==> src/rtl/md_pkg.sv <==
// Shared constants, opcode encodings and FSM state type for the execute-stage mul/div unit.
package md_pkg;

  localparam int unsigned MdWidth = 32;

  localparam logic [2:0] OpMultu = 3'b000;
  localparam logic [2:0] OpDivu  = 3'b001;
  localparam logic [2:0] OpMfhi  = 3'b010;
  localparam logic [2:0] OpMflo  = 3'b011;
  localparam logic [2:0] OpMult  = 3'b100;
  localparam logic [2:0] OpDiv   = 3'b101;

  typedef enum logic [0:0] {
    StIdle,
    StBusy
  } md_state_e;

endpackage

==> src/rtl/ex_muldiv_unit_if.sv <==
// Pipeline-facing bundle of the mul/div unit: decoded EX-stage request in, HI/LO and stall out.
interface ex_muldiv_unit_if;
  import md_pkg::*;

  logic               valid;
  logic [2:0]         mdOp;
  logic               flush;
  logic [MdWidth-1:0] opA;
  logic [MdWidth-1:0] opB;
  logic               stall;
  logic               busy;
  logic [MdWidth-1:0] hiOut;
  logic [MdWidth-1:0] loOut;
  logic [MdWidth-1:0] mdResult;
  logic               divByZero;

  modport master (
    output valid, mdOp, flush, opA, opB,
    input  stall, busy, hiOut, loOut, mdResult, divByZero
  );

  modport slave (
    input  valid, mdOp, flush, opA, opB,
    output stall, busy, hiOut, loOut, mdResult, divByZero
  );

endinterface

==> src/rtl/md_iter_core.sv <==
// Iterative datapath: shift-add multiply and restoring divide sharing one 64-bit working register.
module md_iter_core
  import md_pkg::*;
#(
  parameter int unsigned ITER = MdWidth
) (
  input  logic               clk,
  input  logic               rst,
  input  logic               start,
  input  logic               run,
  input  logic               is_div,
  input  logic [MdWidth-1:0] opa,
  input  logic [MdWidth-1:0] opb,
  output logic               done,
  output logic [MdWidth-1:0] step_hi,
  output logic [MdWidth-1:0] step_lo
);

  localparam int unsigned W = MdWidth;

  logic [2*W-1:0] work_q, work_d;
  logic [W-1:0]   opnd_q;
  logic           div_q;
  logic [5:0]     cnt_q;

  logic [W:0]     mul_sum;
  logic [W:0]     div_shift;
  logic [W+1:0]   div_diff;

  // Multiply: work = {partial product, remaining multiplier bits}.
  // Divide:   work = {partial remainder, dividend bits shifting into quotient}.
  always_comb begin
    mul_sum   = {1'b0, work_q[2*W-1:W]} + (work_q[0] ? {1'b0, opnd_q} : '0);
    div_shift = {work_q[2*W-1:W], work_q[W-1]};
    // Extra guard bit: the shifted remainder can exceed 2^32 when the divisor is large.
    div_diff  = {1'b0, div_shift} - {2'b00, opnd_q};
    if (div_q) begin
      if (!div_diff[W+1]) work_d = {div_diff[W-1:0], work_q[W-2:0], 1'b1};
      else                work_d = {div_shift[W-1:0], work_q[W-2:0], 1'b0};
    end else begin
      work_d = {mul_sum, work_q[W-1:1]};
    end
  end

  always_ff @(posedge clk) begin
    if (rst) begin
      work_q <= '0;
      opnd_q <= '0;
      div_q  <= 1'b0;
      cnt_q  <= '0;
    end else if (start) begin
      work_q <= {{W{1'b0}}, (is_div ? opa : opb)};
      opnd_q <= is_div ? opb : opa;
      div_q  <= is_div;
      cnt_q  <= '0;
    end else if (run) begin
      work_q <= work_d;
      cnt_q  <= cnt_q + 6'd1;
    end
  end

  assign done    = run && (cnt_q == 6'(ITER - 1));
  assign step_hi = work_d[2*W-1:W];
  assign step_lo = work_d[W-1:0];

endmodule

==> src/rtl/ex_muldiv_unit.sv <==
// EX-stage multi-cycle mul/div unit owning architectural HI/LO and the pipeline stall.
// Signed MULT/DIV support is compiled in when MULDIV_SIGNED_EN is defined.
module ex_muldiv_unit
  import md_pkg::*;
#(
  parameter int unsigned ITER = MdWidth
) (
  input logic              clk,
  input logic              rst,
  ex_muldiv_unit_if.slave  md
);

  md_state_e          state_q;
  logic [MdWidth-1:0] hi_q, lo_q;
  logic               dbz_q;

  logic               busy;
  logic               op_defined, op_start, accept, is_div, done;
  logic [MdWidth-1:0] opa_mag, opb_mag;
  logic [MdWidth-1:0] step_hi, step_lo, res_hi, res_lo;
  logic [MdWidth-1:0] md_result;

  always_comb begin
    op_defined = 1'b0;
    op_start   = 1'b0;
    case (md.mdOp)
      OpMultu, OpDivu: begin
        op_defined = 1'b1;
        op_start   = 1'b1;
      end
      OpMfhi, OpMflo: op_defined = 1'b1;
`ifdef MULDIV_SIGNED_EN
      OpMult, OpDiv: begin
        op_defined = 1'b1;
        op_start   = 1'b1;
      end
`endif
      default: ;
    endcase
  end

  assign busy   = (state_q == StBusy);
  assign is_div = md.mdOp[0];
  assign accept = (state_q == StIdle) && md.valid && !md.flush && op_start;

`ifdef MULDIV_SIGNED_EN
  logic sign_a, sign_b;
  logic mul_q, neg_lo_q, neg_hi_q;

  assign sign_a  = md.mdOp[2] & md.opA[MdWidth-1];
  assign sign_b  = md.mdOp[2] & md.opB[MdWidth-1];
  assign opa_mag = sign_a ? -md.opA : md.opA;
  assign opb_mag = sign_b ? -md.opB : md.opB;

  // Divide by zero keeps the raw unsigned result, so its correction flags are cleared.
  always_ff @(posedge clk) begin
    if (rst) begin
      mul_q    <= 1'b0;
      neg_lo_q <= 1'b0;
      neg_hi_q <= 1'b0;
    end else if (accept) begin
      mul_q <= !is_div;
      if (is_div) begin
        neg_lo_q <= (md.opB != '0) && (sign_a ^ sign_b);
        neg_hi_q <= (md.opB != '0) && sign_a;
      end else begin
        neg_lo_q <= sign_a ^ sign_b;
        neg_hi_q <= 1'b0;
      end
    end
  end

  always_comb begin
    res_hi = step_hi;
    res_lo = step_lo;
    if (mul_q) begin
      if (neg_lo_q) {res_hi, res_lo} = -{step_hi, step_lo};
    end else begin
      if (neg_lo_q) res_lo = -step_lo;
      if (neg_hi_q) res_hi = -step_hi;
    end
  end
`else
  assign opa_mag = md.opA;
  assign opb_mag = md.opB;
  assign res_hi  = step_hi;
  assign res_lo  = step_lo;
`endif

  md_iter_core #(
    .ITER (ITER)
  ) u_core (
    .clk     (clk),
    .rst     (rst),
    .start   (accept),
    .run     (busy),
    .is_div  (is_div),
    .opa     (opa_mag),
    .opb     (opb_mag),
    .done    (done),
    .step_hi (step_hi),
    .step_lo (step_lo)
  );

  always_ff @(posedge clk) begin
    if (rst) begin
      state_q <= StIdle;
      hi_q    <= '0;
      lo_q    <= '0;
      dbz_q   <= 1'b0;
    end else begin
      dbz_q <= 1'b0;
      unique case (state_q)
        StIdle: begin
          if (accept) begin
            state_q <= StBusy;
            dbz_q   <= is_div && (md.opB == '0);
          end
        end
        StBusy: begin
          if (done) begin
            state_q <= StIdle;
            hi_q    <= res_hi;
            lo_q    <= res_lo;
          end
        end
        default: state_q <= StIdle;
      endcase
    end
  end

  always_comb begin
    md_result = '0;
    if (md.valid) begin
      if (md.mdOp == OpMfhi)      md_result = hi_q;
      else if (md.mdOp == OpMflo) md_result = lo_q;
    end
  end

  assign md.busy      = busy;
  assign md.stall     = md.valid && !md.flush && busy && op_defined;
  assign md.hiOut     = hi_q;
  assign md.loOut     = lo_q;
  assign md.mdResult  = md_result;
  assign md.divByZero = dbz_q;

endmodule

==> src/flat_wrapper.sv <==
// flat-port wrapper written by rule: the top's interface ports become plain ports
module ex_muldiv_unit_flat import md_pkg::*;
#(
  parameter int unsigned ITER = MdWidth
)
  (clk, rst, md_valid, md_mdOp, md_flush, md_opA, md_opB, md_stall, md_busy, md_hiOut, md_loOut, md_mdResult, md_divByZero);
  ex_muldiv_unit_if md_i ();
  input logic clk;
  input logic rst;
  input wire logic [$bits(md_i.valid)-1:0] md_valid;
  input wire logic [$bits(md_i.mdOp)-1:0] md_mdOp;
  input wire logic [$bits(md_i.flush)-1:0] md_flush;
  input wire logic [$bits(md_i.opA)-1:0] md_opA;
  input wire logic [$bits(md_i.opB)-1:0] md_opB;
  output wire logic [$bits(md_i.stall)-1:0] md_stall;
  output wire logic [$bits(md_i.busy)-1:0] md_busy;
  output wire logic [$bits(md_i.hiOut)-1:0] md_hiOut;
  output wire logic [$bits(md_i.loOut)-1:0] md_loOut;
  output wire logic [$bits(md_i.mdResult)-1:0] md_mdResult;
  output wire logic [$bits(md_i.divByZero)-1:0] md_divByZero;
  assign md_i.valid = md_valid;
  assign md_i.mdOp = md_mdOp;
  assign md_i.flush = md_flush;
  assign md_i.opA = md_opA;
  assign md_i.opB = md_opB;
  assign md_stall = md_i.stall;
  assign md_busy = md_i.busy;
  assign md_hiOut = md_i.hiOut;
  assign md_loOut = md_i.loOut;
  assign md_mdResult = md_i.mdResult;
  assign md_divByZero = md_i.divByZero;
  ex_muldiv_unit #(.ITER(ITER)) u_core (.clk(clk), .rst(rst), .md(md_i));
endmodule
==> config.mk <==
export PLATFORM = sky130hd
export DESIGN_NAME = ex_muldiv_unit_flat
export DESIGN_NICKNAME = d
export VERILOG_FILES = /design/src/rtl/md_pkg.sv /design/src/rtl/ex_muldiv_unit_if.sv /design/src/rtl/md_iter_core.sv /design/src/rtl/ex_muldiv_unit.sv /design/src/flat_wrapper.sv
export SDC_FILE = /design/constraint.sdc
export NUM_CORES = 1
export LEC_CHECK = 0
export ABC_AREA = 1
export BUFFER_PORTS_ARGS = -buffer_cell sky130_fd_sc_hd__buf_2
export CAP_MARGIN = 0
export CORE_MARGIN = 2
export CORE_UTILIZATION = 39
export CTS_BUF_LIST = sky130_fd_sc_hd__clkbuf_4
export DETAILED_ROUTE_END_ITERATION = 8
export PLACE_DENSITY = 0.69
export SLEW_MARGIN = 20
export SYNTH_ARGS = -nofsm -noshare
export SYNTH_HDL_FRONTEND = slang
export SYNTH_SLANG_ARGS = --single-unit
==> constraint.sdc <==
create_clock -name clk -period 2.7 [get_ports clk]
set_input_delay 0.54 -clock clk [delete_from_list [all_inputs] [get_ports clk]]
set_output_delay 0.54 -clock clk [all_outputs]
set_load 0.005 [all_outputs]
==> run_results.csv, run 1 <==
group,metric,value,unit
die,start_util,0.394,
yosys,ys_ff_latch,169,
finish,final_cell_mix,"nand2_1 (838), inv_1 (317), nor2_1 (171), buf_2 (169), dfxtp_1 (166)",
finish,fillCellCount,3739,
yosys,synth.avg_cell_area,5.83,um2
yosys,yosys.area_share.adder,0.0632,
yosys,seq_area_frac_synth,0.251,
yosys,yosys_warnings,0,
power,peakVddDrop,0.212,mV
detailed_routing,drtIter0Drc,1606,
grt,grt_max_degree,94,
yosys,synthSimpleGateAreaFrac,0.403,
clocking,clkLatencyLatePin,0.62,ns
finish,nets,2628,
yosys,synthesis.area,13500,um2
hold_path,min_from,"md_opA[31]",
worst_setup_path,startpoint_type,"flip-flop",
sta,fin_hold_ws,0.252,ns
power,power_density,404,nW/um2
worst_setup_path,cp_max_fo,22,
grt,grt_pass1_wl,82.5,mm
detailed_routing,avgRoutedWirePerCell,18.5,um
clocking,cts_hold_buffers,0,
placement,hpwl,42.8,mm
worst_setup_path,worstPathArrival,3.12,ns
sta,setup_viol,0,
clocking,clk_pin_slew,0.18,ns
placement,gp_congestion,0.963,
die,core_region_area,34300,um2
power,finalPower,0.00636,W
grt,antenna_found_initial,1,
worst_setup_path,crit_path_start,"u_core.u_core.work_q[0]",
hold_path,hold_end,"u_core.u_core.opnd_q[31]",
yosys,synth.area.mux_share,0.0237,
clocking,cts.path.max_buffers,2,
finish,regArea,3390,um2
clocking,htreeDepth,4,
sta,hold_viol_final,0,
sta,fin_setup_tns,0,ns
yosys,synth-edff-count,0,
hold_path,min_path_type,"in2reg",
worst_setup_path,crit_chain,"buf_12 > nand2_1 > inv_1 > ha_1 > nand2_1 > nor2_1 > inv_1 > nor2_4 > and2_1 > nand2_1 > nand2_1 > nand2_1 > nand3_2 > nand4_1 > nand2_1 > inv_1",
yosys,synth_compound_area_frac,0.126,
detailed_routing,drcViolationCount,0,
yosys,synthFlopType,"dfxtp_1",
clocking,cts_root_buffer,"clkbuf_4",
detailed_routing,num_vias,15800,
sta,skew,0.0359,ns
sta,slew_headroom,0.433,
worst_setup_path,end_kind,"flip-flop",
yosys,synth_xor_area_frac,0.0130,
finish,multi_input_area,8630,um2
detailed_routing,first_pass_iters,6,
worst_setup_path,slowest_stage,"dfxtp_4",
worst_setup_path,timing.rr.end,"u_core.u_core.work_q[58]",
worst_setup_path,critPathKind,"reg2reg",
yosys,synth_cell_types,41,
sta,period_share,0.963,
job,maxCapViolCount,0,
worst_setup_path,crit_path_frequent_cell,"nand2_1",
yosys,syn_nets,2451,
clocking,cts_inserted_buffers,17,
sta,fmax,384,MHz
die,die_area,36100,um2
finish,drive_gt1_frac,0.146,
grt,overflow,0,
hold_path,min_delay_path_depth,3,
placement,port_buffers,169,
die,core.rowCount,68,
yosys,synth_cells,2313,
grt,grt_pass1_vias,14500,
yosys,async_flop_share,0,
die,die_x,190,um
sta,drv_slew,0,
die,die_h,190,um
sta,min_period,2.60,ns
worst_setup_path,cp.required,3.22,ns
sta,rsz0062_at_grt,"true",
grt,track_usage,0.296,
die,ios,170,
worst_setup_path,cp_slowest_stage_delay,0.43,ns
worst_setup_path,r2r-start,"u_core.u_core.work_q[0]",
sta,tightest_slew,0.849,ns
detailed_routing,drt_wl_total,54.8,mm
detailed_routing,drtAntennaViolNets,0,
worst_setup_path,reg2reg_depth,16,
worst_setup_path,ff2ff_setup_slack,0.1,ns
clocking,clock_sinks,169,
run_status,status,"finished clean",
finish,syn2layout_area_growth,16.6,%
detailed_routing,viasPerCell,5.34,
power,leakagePower,8.19,nW
clocking,cts_tree,"yes",
finish,layout_commonest_cell,"nand2_1",
yosys,synth_top_family_by_area,"simple AND/OR/NAND/NOR gates",
where the power goes:
group	total [W]	leakage, nW	switching, W	internal (W)
registers	0.00258	1.37	0.0000404	0.00254
logic	0.00199	6.65	0.00137	0.000621
clock network	0.00179	0.169	0.00110	0.000692
cells in the mapped netlist, types with 12 or more instances:
| cell | n | area, um2 |
|---|---|---|
| a21oi_1 | 125 | 626 |
| a31oi_1 | 32 | 200 |
| buf_1 | 12 | 45.0 |
| clkbuf_1 | 71 | 267 |
| dfxtp_1 | 169 | 3380 |
| ha_1 | 65 | 813 |
| inv_1 | 320 | 1200 |
| mux2i_1 | 32 | 320 |
| nand2_1 | 845 | 3170 |
| nand3_1 | 122 | 611 |
| nand4_1 | 74 | 463 |
| nor2_1 | 181 | 679 |
| nor3_1 | 20 | 100 |
| o21a_1 | 17 | 128 |
| o21ai_0 | 89 | 445 |
| o22ai_1 | 31 | 194 |
| xor2_1 | 18 | 158 |
through the flow:
| stage | instance area [um2] | instances | setup slack (ns) | utilization |
|---|---|---|---|---|
| after floorplan | 13500 | 2313 | 0.190 | - |
| after global placement | 15200 | 2917 | -0.310 | 0.443 |
| after detailed placement | 15200 | 2917 | -0.287 | 0.443 |
| after CTS | 15500 | 2949 | 0.0225 | 0.453 |
| after global routing | 15700 | 2959 | -0.0281 | 0.459 |
| final | 15700 | 2959 | 0.0992 | 0.459 |
repair_timing:
action / CTS / global route
gates resized for setup: 3 / 39
pin swaps: 0 / 4
hold endpoints to repair: 0 / 0
setup endpoints to repair: 43 / 41
setup buffers: 0 / 9
flip-flops by register name, summed over array words and instances, names as in the netlist:
signal,cells
u_core.md.hiOut,32
u_core.md.busy,1
u_core.md.divByZero,1
u_core.u_core.cnt_q,6
u_core.u_core.work_q,64
u_core.md.loOut,32
u_core.u_core.div_q,1
u_core.u_core.opnd_q,32
metal layers:
metal / vias up / wire, um / global-route usage
met5: - / 0 / 0
met3: 72 / 5000 / 0.0472
met4: 0 / 1220 / 0.0820
met1: 7302 / 24300 / 0.415
met2: 699 / 24200 / 0.469
li1: 7729 / - / -
worst max-delay path: cells and delay by family, from the launching register on:
family | cells | cell delay (ns)
simple gates | 11 | 1.26
fa+ha+maj | 1 | 0.39
flops | 1 | 0.43
buf+inv | 4 | 0.42
kinds of logic after synthesis:
group | after synthesis
AOI/OAI and AO/OA | 307
xor gates and xnor gates | 20
adders and majority gates | 67
buffers and inverters | 423
DFF | 169
muxes | 32
and+or+nand+nor | 1295
worst max-delay path by stage:
stage | depth (start not counted) | to | slack (ns)
floorplan | 17 | u_core.md.hiOut[9] | 0.19
global placement | 16 | u_core.u_core.work_q[58] | -0.31
detailed placement | 16 | u_core.u_core.work_q[58] | -0.29
finish | 16 | u_core.u_core.work_q[58] | 0.1
global route | 15 | u_core.u_core.work_q[60] | -0.03
CTS | 16 | u_core.u_core.work_q[58] | 0.02
layout make-up:
type / count / area share
sequential: 169 / 0.215
inverter: 325 / 0.0776
multi-input combinational: 1721 / 0.548
clock buffer: 19 / 0.00907
tap: 455 / 0.0362
antenna: 1 / 0.000159
clock inverter: 13 / 0.0115
timing repair buffer: 256 / 0.102
No activity file was read; power rests on OpenSTA's default activity.
==> inputs of run 2 (changes only) <==
clock period = 2.2 ns   (was 2.7 ns; I/O delays follow)
==> run_results.csv, run 2 (synthesis results as in run 1) <==
group,metric,value,unit
run_status,status,"finished with violations",
run_status,failed_checks,"setup timing",
clocking,cts_tree,"yes",
power,leakagePower,10.2,nW
grt,track_usage,0.314,
grt,gr-usage-met1,0.402,
hold_path,hold_end,"u_core.md.divByZero",
die,die_x,190,um
sta,skew,0.0326,ns
clocking,clkLatencyLatePin,0.64,ns
sta,fmax,399,MHz
die,ios,170,
hold_path,min_delay_path_depth,4,
power,p_clk_frac,0.229,
finish,nets,2940,
worst_setup_path,timing.rr.end,"u_core.md.hiOut[19]",
sta,drv_slew,0,
finish,syn2layout_area_growth,48.4,%
placement,gp_congestion,1.01,
worst_setup_path,ff2ff_setup_slack,-0.31,ns
job,maxCapViolCount,0,
worst_setup_path,worstPathArrival,3.06,ns
power,internal_power,0.00508,W
finish,drive_gt1_frac,0.359,
sta,slew_headroom,0.445,
clocking,htreeDepth,4,
finish,largest_reg_flops,64,
sta,setup_ws,-0.307,ns
power,switching_share,0.401,
grt,grt_max_degree,94,
power,power_density,424,nW/um2
sta,min_period,2.51,ns
sta,tightest_slew,0.832,ns
detailed_routing,avgRoutedWirePerCell,18.3,um
sta,rsz0062_at_grt,"true",
clocking,cts.path.max_buffers,2,
die,core_region_area,34300,um2
power,netSwitchingPower,0.00340,W
hold_path,min_path_type,"in2reg",
grt,grt_pass1_vias,15700,
detailed_routing,drcViolationCount,0,
worst_setup_path,critPathKind,"reg2reg",
power,peakVddDrop,0.415,mV
finish,layout_commonest_cell,"nand2_1",
hold_path,min_from,"md_opB[1]",
detailed_routing,num_vias,17200,
detailed_routing,drt_wl_total,59.8,mm
finish,final_cell_mix,"nand2_1 (757), buf_4 (365), inv_1 (283), buf_2 (170), nor2_1 (133)",
detailed_routing,viasPerCell,5.27,
placement,hpwl,45.8,mm
sta,hold_viol_final,0,
worst_setup_path,r2r-start,"u_core.u_core.work_q[0]",
grt,grt_pass1_wl,87.6,mm
clocking,cts_inserted_buffers,17,
die,die_h,190,um
worst_setup_path,cp.required,2.75,ns
clocking,clock_sinks,169,
die,die_area,36100,um2
power,p_seq_frac,0.374,
worst_setup_path,cp_max_fo,5,
grt,met2_usage,0.509,
grt,top_usage_layer,"met2",
worst_setup_path,reg2reg_depth,15,
detailed_routing,first_pass_iters,6,
clocking,clk_pin_slew,0.19,ns
grt,overflow,0,
grt,antenna_found_initial,4,
power,finalPower,0.00848,W
die,core.rowCount,68,
clocking,cts_hold_buffers,0,
detailed_routing,drtAntennaViolNets,0,
sta,setup_viol,47,
finish,final_util,0.584,
placement,port_buffers,169,
die,start_util,0.394,
power,p_comb_frac,0.396,
grt,grt_use_met3,0.0470,
detailed_routing,drtIter0Drc,1520,
finish,top_register,"u_core.u_core.work_q",
clocking,cts_root_buffer,"clkbuf_4",
worst_setup_path,startpoint_type,"flip-flop",
worst_setup_path,end_kind,"flip-flop",
sta,period_share,1.14,
-- run 2: changes by cell type in the layout (fill, tap and decap cells not counted), sizes merged --
cell,delta
bufbuf,+1
clkinvlp,-2
buf,+309
bufinv,-3
clkinv,+7
-- run 2: power by group through the flow --
| stage | clock network [W] | logic [W] | registers, W |
|---|---|---|---|
| floorplan | 0 | 0.00152 | 0.00321 |
| global placement | 0 | 0.00275 | 0.00322 |
| detailed placement | 0 | 0.00277 | 0.00322 |
| CTS | 0.00197 | 0.00301 | 0.00316 |
| global route | 0.00207 | 0.00360 | 0.00318 |
| finish | 0.00194 | 0.00336 | 0.00318 |
-- run 2: per-layer routing --
layer  share of wire  vias up
li1                -     8376
met2            0.45      732
met3           0.068      157
met5         0.00013        -
met1            0.42     7980
met4           0.059        2
-- run 2: metrics by stage --
step	setup TNS, ns	instance area (um2)	setup WS (ns)	cells	hold slack (ns)
after CTS	-6.53	18700	-0.257	3251	0.0858
after detailed placement	-14.25	17300	-0.475	3197	0.467
after global routing	-12.38	20000	-0.349	3271	0.105
final	-5.04	20000	-0.307	3271	0.105
after floorplan	0	13500	0.00489	2313	0.444
after global placement	-13.64	17300	-0.478	3197	0.458
-- run 2: cell type report --
cell class | count | area (um2)
diodes | 1 | 2.50
clock buffers | 17 | 128
clock inverters | 15 | 173
fillers | 3281 | 14300
inverters | 325 | 1230
multi-input cells | 1721 | 10300
flip-flops and latches | 169 | 3460
well taps | 455 | 569
repair buffers | 568 | 4150
-- run 2: timing repair --
item | 4_1_cts | 5_1_grt
setup buffers | 20 | 18
pin swaps | 41 | 72
gates cloned | 2 | 2
gates resized for setup | 193 | 286
setup endpoints to repair | 66 | 67
-- run 2: worst max-delay path by stage --
stage | startpoint | endpoint | slack, ns | cells after the start
6_report | u_core.u_core.work_q[0] | u_core.md.hiOut[19] | -0.31 | 15
3_3_place_gp | u_core.u_core.work_q[0] | u_core.u_core.work_q[55] | -0.48 | 17
2_1_floorplan | u_core.u_core.work_q[0] | u_core.md.hiOut[9] | 0.005 | 17
3_5_place_dp | u_core.u_core.work_q[0] | u_core.u_core.work_q[55] | -0.48 | 17
5_1_grt | u_core.u_core.work_q[0] | u_core.u_core.work_q[62] | -0.35 | 18
4_1_cts | u_core.u_core.work_q[0] | u_core.md.hiOut[19] | -0.26 | 15
-- run 2: critical path, stage by stage (launching register included) --
cell     delay [ns]
dfxtp_4        0.41
buf_6          0.13
nand2_2        0.05
inv_2          0.04
ha_4           0.16
fa_2           0.37
nand3_2        0.09
nand2_4        0.07
buf_4          0.14
nand4_1        0.15
buf_4          0.14
nand4_1        0.10
nand3_2        0.12
nand4_1        0.26
nand2_1        0.15
inv_1          0.04
